`src/rtl/fib_pkg.sv`:
```
// Shared constants for the Fibonacci generator / BCD converter pair.
package fib_pkg;

  localparam int unsigned FIB_W      = 12;
  localparam int unsigned FIB_DIGITS = 4;

  typedef enum logic [1:0] {
    ST_IDLE  = 2'd0,
    ST_SHIFT = 2'd1,
    ST_DONE  = 2'd2
  } fib_bcd_state_t;

endpackage

```
`src/rtl/fib_bcd_converter_if.sv`:
```
// Handshake bundle between the term source, the converter and the readout stage.
// master: upstream producer / downstream consumer side; slave: the converter.
interface fib_bcd_converter_if
  import fib_pkg::*;
#(
  parameter int unsigned IN_W   = FIB_W,
  parameter int unsigned DIGITS = FIB_DIGITS
);

  logic                  in_valid;
  logic                  in_ready;
  logic [IN_W-1:0]       bin;
  logic                  out_valid;
  logic                  out_ready;
  logic [4*DIGITS-1:0]   bcd;
  logic [DIGITS-1:0]     digit_blank;

  modport master (
    output in_valid, bin, out_ready,
    input  in_ready, out_valid, bcd, digit_blank
  );

  modport slave (
    input  in_valid, bin, out_ready,
    output in_ready, out_valid, bcd, digit_blank
  );

endinterface

```
`src/rtl/bcd_digit_adj.sv`:
```
// Double-dabble digit correction: add 3 to a BCD digit of 5 or more.
module bcd_digit_adj (
  input  logic [3:0] i_digit,
  output logic [3:0] o_digit
);

  // Pre-shift correction so the following left shift carries into the next digit
  always_comb begin
    o_digit = (i_digit >= 4'd5) ? i_digit + 4'd3 : i_digit;
  end

endmodule

```
`src/rtl/fib_bcd_converter.sv`:
```
// Sequential binary-to-BCD converter (shift-and-add-3, one bit per clock).
// Optional leading-zero blank mask enabled by defining FIB_BCD_BLANK_EN.
module fib_bcd_converter
  import fib_pkg::*;
#(
  parameter int unsigned IN_W   = FIB_W,
  parameter int unsigned DIGITS = FIB_DIGITS
) (
  input  logic                clk,
  input  logic                rst,
  fib_bcd_converter_if.slave  bus
);

  localparam int unsigned BCD_W = 4 * DIGITS;
  localparam int unsigned SR_W  = BCD_W + IN_W;
  localparam int unsigned CNT_W = $clog2(IN_W + 1);
  localparam logic [CNT_W-1:0] CNT_INIT = CNT_W'(IN_W);

  fib_bcd_state_t    r_state;
  logic [CNT_W-1:0]  r_cnt;
  logic [SR_W-1:0]   r_shift;
  logic [BCD_W-1:0]  r_bcd;
  logic              r_out_valid;

  logic [SR_W-1:0]   w_adj;
  logic [SR_W-1:0]   w_next;
  logic              w_finish;

  // One correction cell per BCD digit of the shift register
  for (genvar g = 0; g < DIGITS; g++) begin : g_adj
    bcd_digit_adj u_adj (
      .i_digit (r_shift[IN_W + 4*g +: 4]),
      .o_digit (w_adj[IN_W + 4*g +: 4])
    );
  end

  assign w_adj[IN_W-1:0] = r_shift[IN_W-1:0];
  assign w_next          = {w_adj[SR_W-2:0], 1'b0};
  assign w_finish        = (r_state == ST_SHIFT) && (r_cnt == CNT_W'(1));

  assign bus.in_ready  = (r_state == ST_IDLE) && !rst;
  assign bus.out_valid = r_out_valid;
  assign bus.bcd       = r_bcd;

  // Conversion FSM: accept, shift IN_W times, hold result until taken
  always_ff @(posedge clk) begin
    if (rst) begin
      r_state     <= ST_IDLE;
      r_cnt       <= '0;
      r_shift     <= '0;
      r_bcd       <= '0;
      r_out_valid <= 1'b0;
    end else begin
      case (r_state)
        ST_IDLE: begin
          if (bus.in_valid) begin
            r_shift <= {{BCD_W{1'b0}}, bus.bin};
            r_cnt   <= CNT_INIT;
            r_state <= ST_SHIFT;
          end
        end
        ST_SHIFT: begin
          r_shift <= w_next;
          r_cnt   <= r_cnt - CNT_W'(1);
          if (w_finish) begin
            r_bcd       <= w_next[SR_W-1 -: BCD_W];
            r_out_valid <= 1'b1;
            r_state     <= ST_DONE;
          end
        end
        ST_DONE: begin
          if (bus.out_ready) begin
            r_out_valid <= 1'b0;
            r_state     <= ST_IDLE;
          end
        end
        default: r_state <= ST_IDLE;
      endcase
    end
  end

`ifdef FIB_BCD_BLANK_EN
  logic [DIGITS-1:0] r_blank;
  logic [DIGITS-1:0] w_blank;
  logic              w_zero;

  // Blank digit i when it and every more-significant digit are zero; units never blank
  always_comb begin
    w_blank = '0;
    w_zero  = 1'b1;
    for (int unsigned i = DIGITS - 1; i >= 1; i--) begin
      w_zero     = w_zero && (w_next[IN_W + 4*i +: 4] == 4'd0);
      w_blank[i] = w_zero;
    end
  end

  // Mask captured on the same edge as the final BCD value
  always_ff @(posedge clk) begin
    if (rst) begin
      r_blank <= '0;
    end else if (w_finish) begin
      r_blank <= w_blank;
    end
  end

  assign bus.digit_blank = r_blank;
`else
  assign bus.digit_blank = '0;
`endif

endmodule

```
`src/flat_wrapper.sv`:
```
// flat-port wrapper written by rule: the top's interface ports become plain ports
module fib_bcd_converter_flat import fib_pkg::*;
#(
  parameter int unsigned IN_W   = FIB_W,
  parameter int unsigned DIGITS = FIB_DIGITS
)
  (clk, rst, bus_in_valid, bus_bin, bus_out_ready, bus_in_ready, bus_out_valid, bus_bcd, bus_digit_blank);
  fib_bcd_converter_if #(.IN_W(IN_W), .DIGITS(DIGITS)) bus_i ();
  input  logic clk;
  input  logic rst;
  input wire logic [$bits(bus_i.in_valid)-1:0] bus_in_valid;
  input wire logic [$bits(bus_i.bin)-1:0] bus_bin;
  input wire logic [$bits(bus_i.out_ready)-1:0] bus_out_ready;
  output wire logic [$bits(bus_i.in_ready)-1:0] bus_in_ready;
  output wire logic [$bits(bus_i.out_valid)-1:0] bus_out_valid;
  output wire logic [$bits(bus_i.bcd)-1:0] bus_bcd;
  output wire logic [$bits(bus_i.digit_blank)-1:0] bus_digit_blank;
  assign bus_i.in_valid = bus_in_valid;
  assign bus_i.bin = bus_bin;
  assign bus_i.out_ready = bus_out_ready;
  assign bus_in_ready = bus_i.in_ready;
  assign bus_out_valid = bus_i.out_valid;
  assign bus_bcd = bus_i.bcd;
  assign bus_digit_blank = bus_i.digit_blank;
  fib_bcd_converter #(.IN_W(IN_W), .DIGITS(DIGITS)) u_core (.clk(clk), .rst(rst), .bus(bus_i));
endmodule
```
`config.mk`:
```
export PLATFORM = sky130hd
export DESIGN_NAME = fib_bcd_converter_flat
export DESIGN_NICKNAME = d
export VERILOG_FILES = /design/src/rtl/fib_pkg.sv /design/src/rtl/fib_bcd_converter_if.sv /design/src/rtl/bcd_digit_adj.sv /design/src/rtl/fib_bcd_converter.sv /design/src/flat_wrapper.sv
export SDC_FILE = /design/constraint.sdc
export NUM_CORES = 1
export LEC_CHECK = 0
export BUFFER_PORTS_ARGS = -buffer_cell sky130_fd_sc_hd__buf_2
export CAP_MARGIN = 30
export CORE_MARGIN = 5
export CORE_UTILIZATION = 40
export CTS_BUF_LIST = sky130_fd_sc_hd__clkbuf_4
export DETAILED_ROUTE_END_ITERATION = 6
export PLACE_DENSITY = 0.71
export SKIP_CTS_REPAIR_TIMING = 1
export SLEW_MARGIN = 20
export SYNTH_ARGS = -nofsm -noshare
export SYNTH_HDL_FRONTEND = slang
export SYNTH_HIERARCHICAL = 1
export SYNTH_SLANG_ARGS = --single-unit
export TNS_END_PERCENT = 10
```
`constraint.sdc`:
```
create_clock -name clk -period 1.53 [get_ports clk]
set_input_delay 0.306 -clock clk [delete_from_list [all_inputs] [get_ports clk]]
set_output_delay 0.306 -clock clk [all_outputs]
set_load 0.01 [all_outputs]
```
Yosys cells after proc, flatten, opt, wreduce, memory -nomap -nowiden

Index checks and enable logic that the tools add are counted.

Register bits after elaboration: 51
Bits in latches: 0
RAM bits: 0
Memory bits (read-only): 0
Input bits: 16
Output and inout port bits: 22
Word-level logic and storage cells: 45
Memories kept: 0

$add $sub $neg: 5
Multipliers: 0
Divide/modulo/power cells: 0
Magnitude comparators: 4
Equal/unequal tests: 6
Shift operators: 0
Multiplexer cells: 15
Bitwise logic cells: 0
Reduce and logical (&&, ||, !) cells: 10

Operator list:

| cell                | number |
|---|---|
| $pmux 28 s2         | 1 |
| $mux 28             | 1 |
| $ge 4x3->1 const B  | 4 |
| $mux 4              | 4 |
| $add 4x2->4 const B | 3 |
| $pmux 4 s2          | 1 |
| $mux 2              | 3 |
| $pmux 2 s3          | 1 |
| $reduce_and 3->1    | 2 |
| $eq 4x1->1 const B  | 1 |
| $ne 2x2->1 const B  | 2 |
| $reduce_and 2->1    | 2 |
| $reduce_bool 2->1   | 2 |
| $sub 4x1->4 const B | 1 |
| $add 3x2->3 const B | 1 |
| $mux 3              | 1 |
| $eq 2x1->1 const B  | 1 |
| $eq 2x2->1 const B  | 1 |
| $logic_and 1x1->1   | 2 |
| $logic_not 2->1     | 1 |
| $mux 1              | 2 |
| $ne 2x1->1 const B  | 1 |
| $pmux 1 s2          | 1 |
| $logic_not 1->1     | 1 |

Logic depth before layout (Yosys ltp)

Depth after elaboration: 4
Mapped depth: 7
Depth with buffers taken out: 7

By module

Netlist, hierarchy kept.

By module, submodules not included:

| module            | times used | cells each | area an instance (µm²) | sequential area each (µm²) |
|---|---|---|---|---|
| fib_bcd_converter | 1          | 264        | 2332.2                 | 1021.0 |
| bcd_digit_adj     | 4          | 16         | 101.3                  | 0.0 |

Least setup slack after synthesis

Ideal clock, no wire load.

Kind: register to register
Start: reg u_core.r_shift[21]
End: reg u_core.r_bcd[10] (netlist: u_core/bus.bcd[10])
Setup time: 67 ps
Data arrival time: 1288 ps
Required time: 1463 ps
Slack: 175 ps
Cell stages (with the launch flop): 8
Path buffers: 0
Clock period less this slack: 1355 ps
Cell sequence: dfxtp_1 -> inv_1 -> ha_1 -> nand2b_1 -> a21oi_2 -> mux2i_1 -> nand4b_1 -> o21ai_2

Longest elaborated chain between the ends: 2
Elaborated cells on any way between the ends: 3
Those cells by class: add/sub (1); order compare (1); mux (1)

Ends and longest elaborated chain:

| what                                      | line                    | text |
|---|---|---|
| start, declared                           | fib_bcd_converter.sv:21 | `logic [SR_W-1:0] r_shift;` |
| start signal, assigned                    | fib_bcd_converter.sv:57 | `r_shift <= {{BCD_W{1'b0}}, bus.bin};` |
| start signal, assigned                    | fib_bcd_converter.sv:63 | `r_shift <= w_next;` |
| $add 4x2->4 or $ge 4x3->1 (tied branches) | bcd_digit_adj.sv:9      | `o_digit = (i_digit >= 4'd5) ? i_digit + 4'd3 : i_digit;` |
| $mux 4 *                                  | bcd_digit_adj.sv:9      |  |
| named net u_core.w_adj[21]                | fib_bcd_converter.sv:25 | `logic [SR_W-1:0] w_adj;` |
| end signal, assigned                      | fib_bcd_converter.sv:66 | `r_bcd <= w_next[SR_W-1 -: BCD_W];` |
| end, declared                             | fib_bcd_converter.sv:22 | `logic [BCD_W-1:0] r_bcd;` |

The timed path passes the listed nets; every way through them passes the cells marked *.
A chain may end at the register's enable or synchronous reset.

Worst setup path in the final report

Start: reg u_core.r_state[0]
End: out bus_in_ready

Longest elaborated chain between the ends: 2

Ends and longest elaborated chain:

| what                   | line                    | text |
|---|---|---|
| start, declared        | fib_bcd_converter.sv:19 | `fib_bcd_state_t r_state;` |
| start signal, assigned | fib_bcd_converter.sv:48 | `r_state <= ST_IDLE;` |
| start signal, assigned | fib_bcd_converter.sv:59 | `r_state <= ST_SHIFT;` |
| start signal, assigned | fib_bcd_converter.sv:68 | `r_state <= ST_DONE;` |
| $logic_not 2->1        | fib_bcd_converter.sv:41 | `assign bus.in_ready = (r_state == ST_IDLE) && !rst;` |
| $logic_and 1x1->1      | fib_bcd_converter.sv:41 |  |
| end, declared          | flat_wrapper.sv:14      | `output wire logic [$bits(bus_i.in_ready)-1:0] bus_in_ready;` |

No other way between the ends.

==> results_dict.tcl <==
set metrics [dict create \
    run_status "finished, final reports clean" \
    clockRootBuffer "clkbuf_4" \
    maxCapViolCount 0 \
    antenna_found_initial 0 \
    num_antenna_cells 0 \
    htreeDepth 2 \
    fp.dieArea_um2 8540 \
    initial_core_util_pct 40.4 \
    p_switching_uw 687 \
    die_h_um 92.4 \
    critPathKind "reg2out" \
    drt_iter0_drc 72 \
    netlist_instances 324 \
    slew_viol_final 0 \
    finish.utilization_pct 46.6 \
    area_delta_synth_final_pct 15.1 \
    wl_per_cell_um 13.5 \
    p_int_uw 1720 \
    power_frac_comb_pct 15.4 \
    io_buffers 33 \
    synth.avg_cell_area_um2 8.39 \
    min_path_type "in2reg" \
    core_area_um2 6720 \
    hold_viol 0 \
    grt_pass1_wl_um 9620 \
    track_usage_pct 13.6 \
    io_pins 38 \
    min_period_ps 1470 \
    grt-ovfl-total 0 \
    clock_latency_ps 380 \
    pre_cts_slack_ps 42.9 \
    layout-drive-gt1-share_pct 28.4 \
    clockPowerShare_pct 25.6 \
    fmax_mhz 682 \
    cts_tree "built" \
    first_global_vias 2100 \
    first_pass_iters 4 \
    total_power_uw 2410 \
    swShare_pct 28.5 \
    die_w_um 92.4 \
    cp.required_ps 1220 \
    drc_errors 0 \
    layout.area.seq_um2 1030 \
    fin_skew_ps 21.1 \
    fill_cells 660 \
    rows 30 \
    vias 2319 \
    pwr-share-seq_pct 59.1 \
    clkSinkCount 51 \
    ys_warn_count 6 \
    post_dp_cell_area_um2 2960 \
    cts_max_path_buffers 2 \
    routed_wl_um 5900 \
    cp-end-kind "output pin" \
    setup_violations 0 \
    clkTransAtPathRegs_ps 150 \
    critPathMaxFanout 11 \
    antenna_left 0 \
    period_share_pct 95.8 \
    setup_ws_ps 64.6 \
    syn_area_um2 2720 \
    finalNetCount 382 \
    multiInputGateArea_um2 1510 \
    gp_congestion 0.747 \
    grt_max_degree 25 \
    cp.arrival_ps 1160 \
    power.leakage_uw 0.00130 \
    ir_drop_uv 348 \
    via_per_inst 5.32 \
    final_area_um2 3130 \
    rsz0062_at_grt "yes" \
    hold-worst-slack_ps 176 \
    pwr_density_cell_nw_per_um2 769 \
    dp_hpwl_um 3960 \
    cp-start-kind "register" \
    cts_made_buffers 5 \
]
-- metrics by stage --
step / setup TNS (ps) / cells
floorplan: 0 / 327
finish: 0 / 436
detailed placement: 0 / 426
CTS: -58.9 / 433
global route: -22.1 / 436
global placement: 0 / 426
-- worst paths after layout --
check / from / end / slack (ps) / cells past startpoint
worst max-delay path: u_core/r_state[0] / bus_in_ready / 60 / 3
worst max register to register: u_core/r_shift[17] / u_core/bus.bcd[6] / 80 / 7
worst min-delay path: bus_out_ready / u_core/r_state[1] / 180 / 3
worst min register to register: u_core/bus.bcd[8] / u_core/bus.bcd[8] / 490 / 2
-- registers in the layout, indices dropped and copies added, names as in the netlist --
name,count
u_core/bus.bcd,16
u_core/bus.out_valid,1
u_core/r_shift,28
u_core/r_state,2
u_core/r_cnt,4
-- worst max-delay path, stage by stage (launching register included) --
cell,delay [ps]
dfxtp_4,380
buf_12,140
nor3_4,110
buf_2,150
-- placed cells by master (no fill, tap or decap), types with 3 or more instances in the layout --
cell / n
nor2_1: 46
o21ai_0: 10
dfxtp_2: 7
a21oi_1: 24
nand2_1: 18
buf_2: 33
clkbuf_4: 5
mux2i_1: 5
buf_4: 14
a22oi_1: 15
ha_1: 8
nand4b_1: 16
o21ai_2: 10
o221a_2: 11
xnor2_1: 3
nand2b_1: 23
o21ai_1: 3
inv_1: 26
conb_1: 4
dfxtp_1: 43
-- cell type report --
type	count	area share (%)
multi-input combinational	222	48.3
sequential	51	33.0
timing repair buffer	50	10.7
tap	80	3.20
inverter	26	3.12
clock buffer	5	1.20
clock inverter	2	0.440
-- power groups by stage --
stage	Sequential, uW	Combinational, uW	Clock [uW]
4_1_cts	1420	345	633
6_report	1420	370	615
3_3_place_gp	1450	334	0
5_1_grt	1430	408	678
3_5_place_dp	1450	344	0
2_1_floorplan	1440	261	0
-- routing by layer --
metal	GRT usage, %	routed length, um	part of all wire, %
met1	17.9	2740	46
met2	21.9	2700	46
met3	3.25	380	6.4
met4	4.46	83	1.4
met5	0	0	0
No activity file was read; power rests on OpenSTA's default activity.
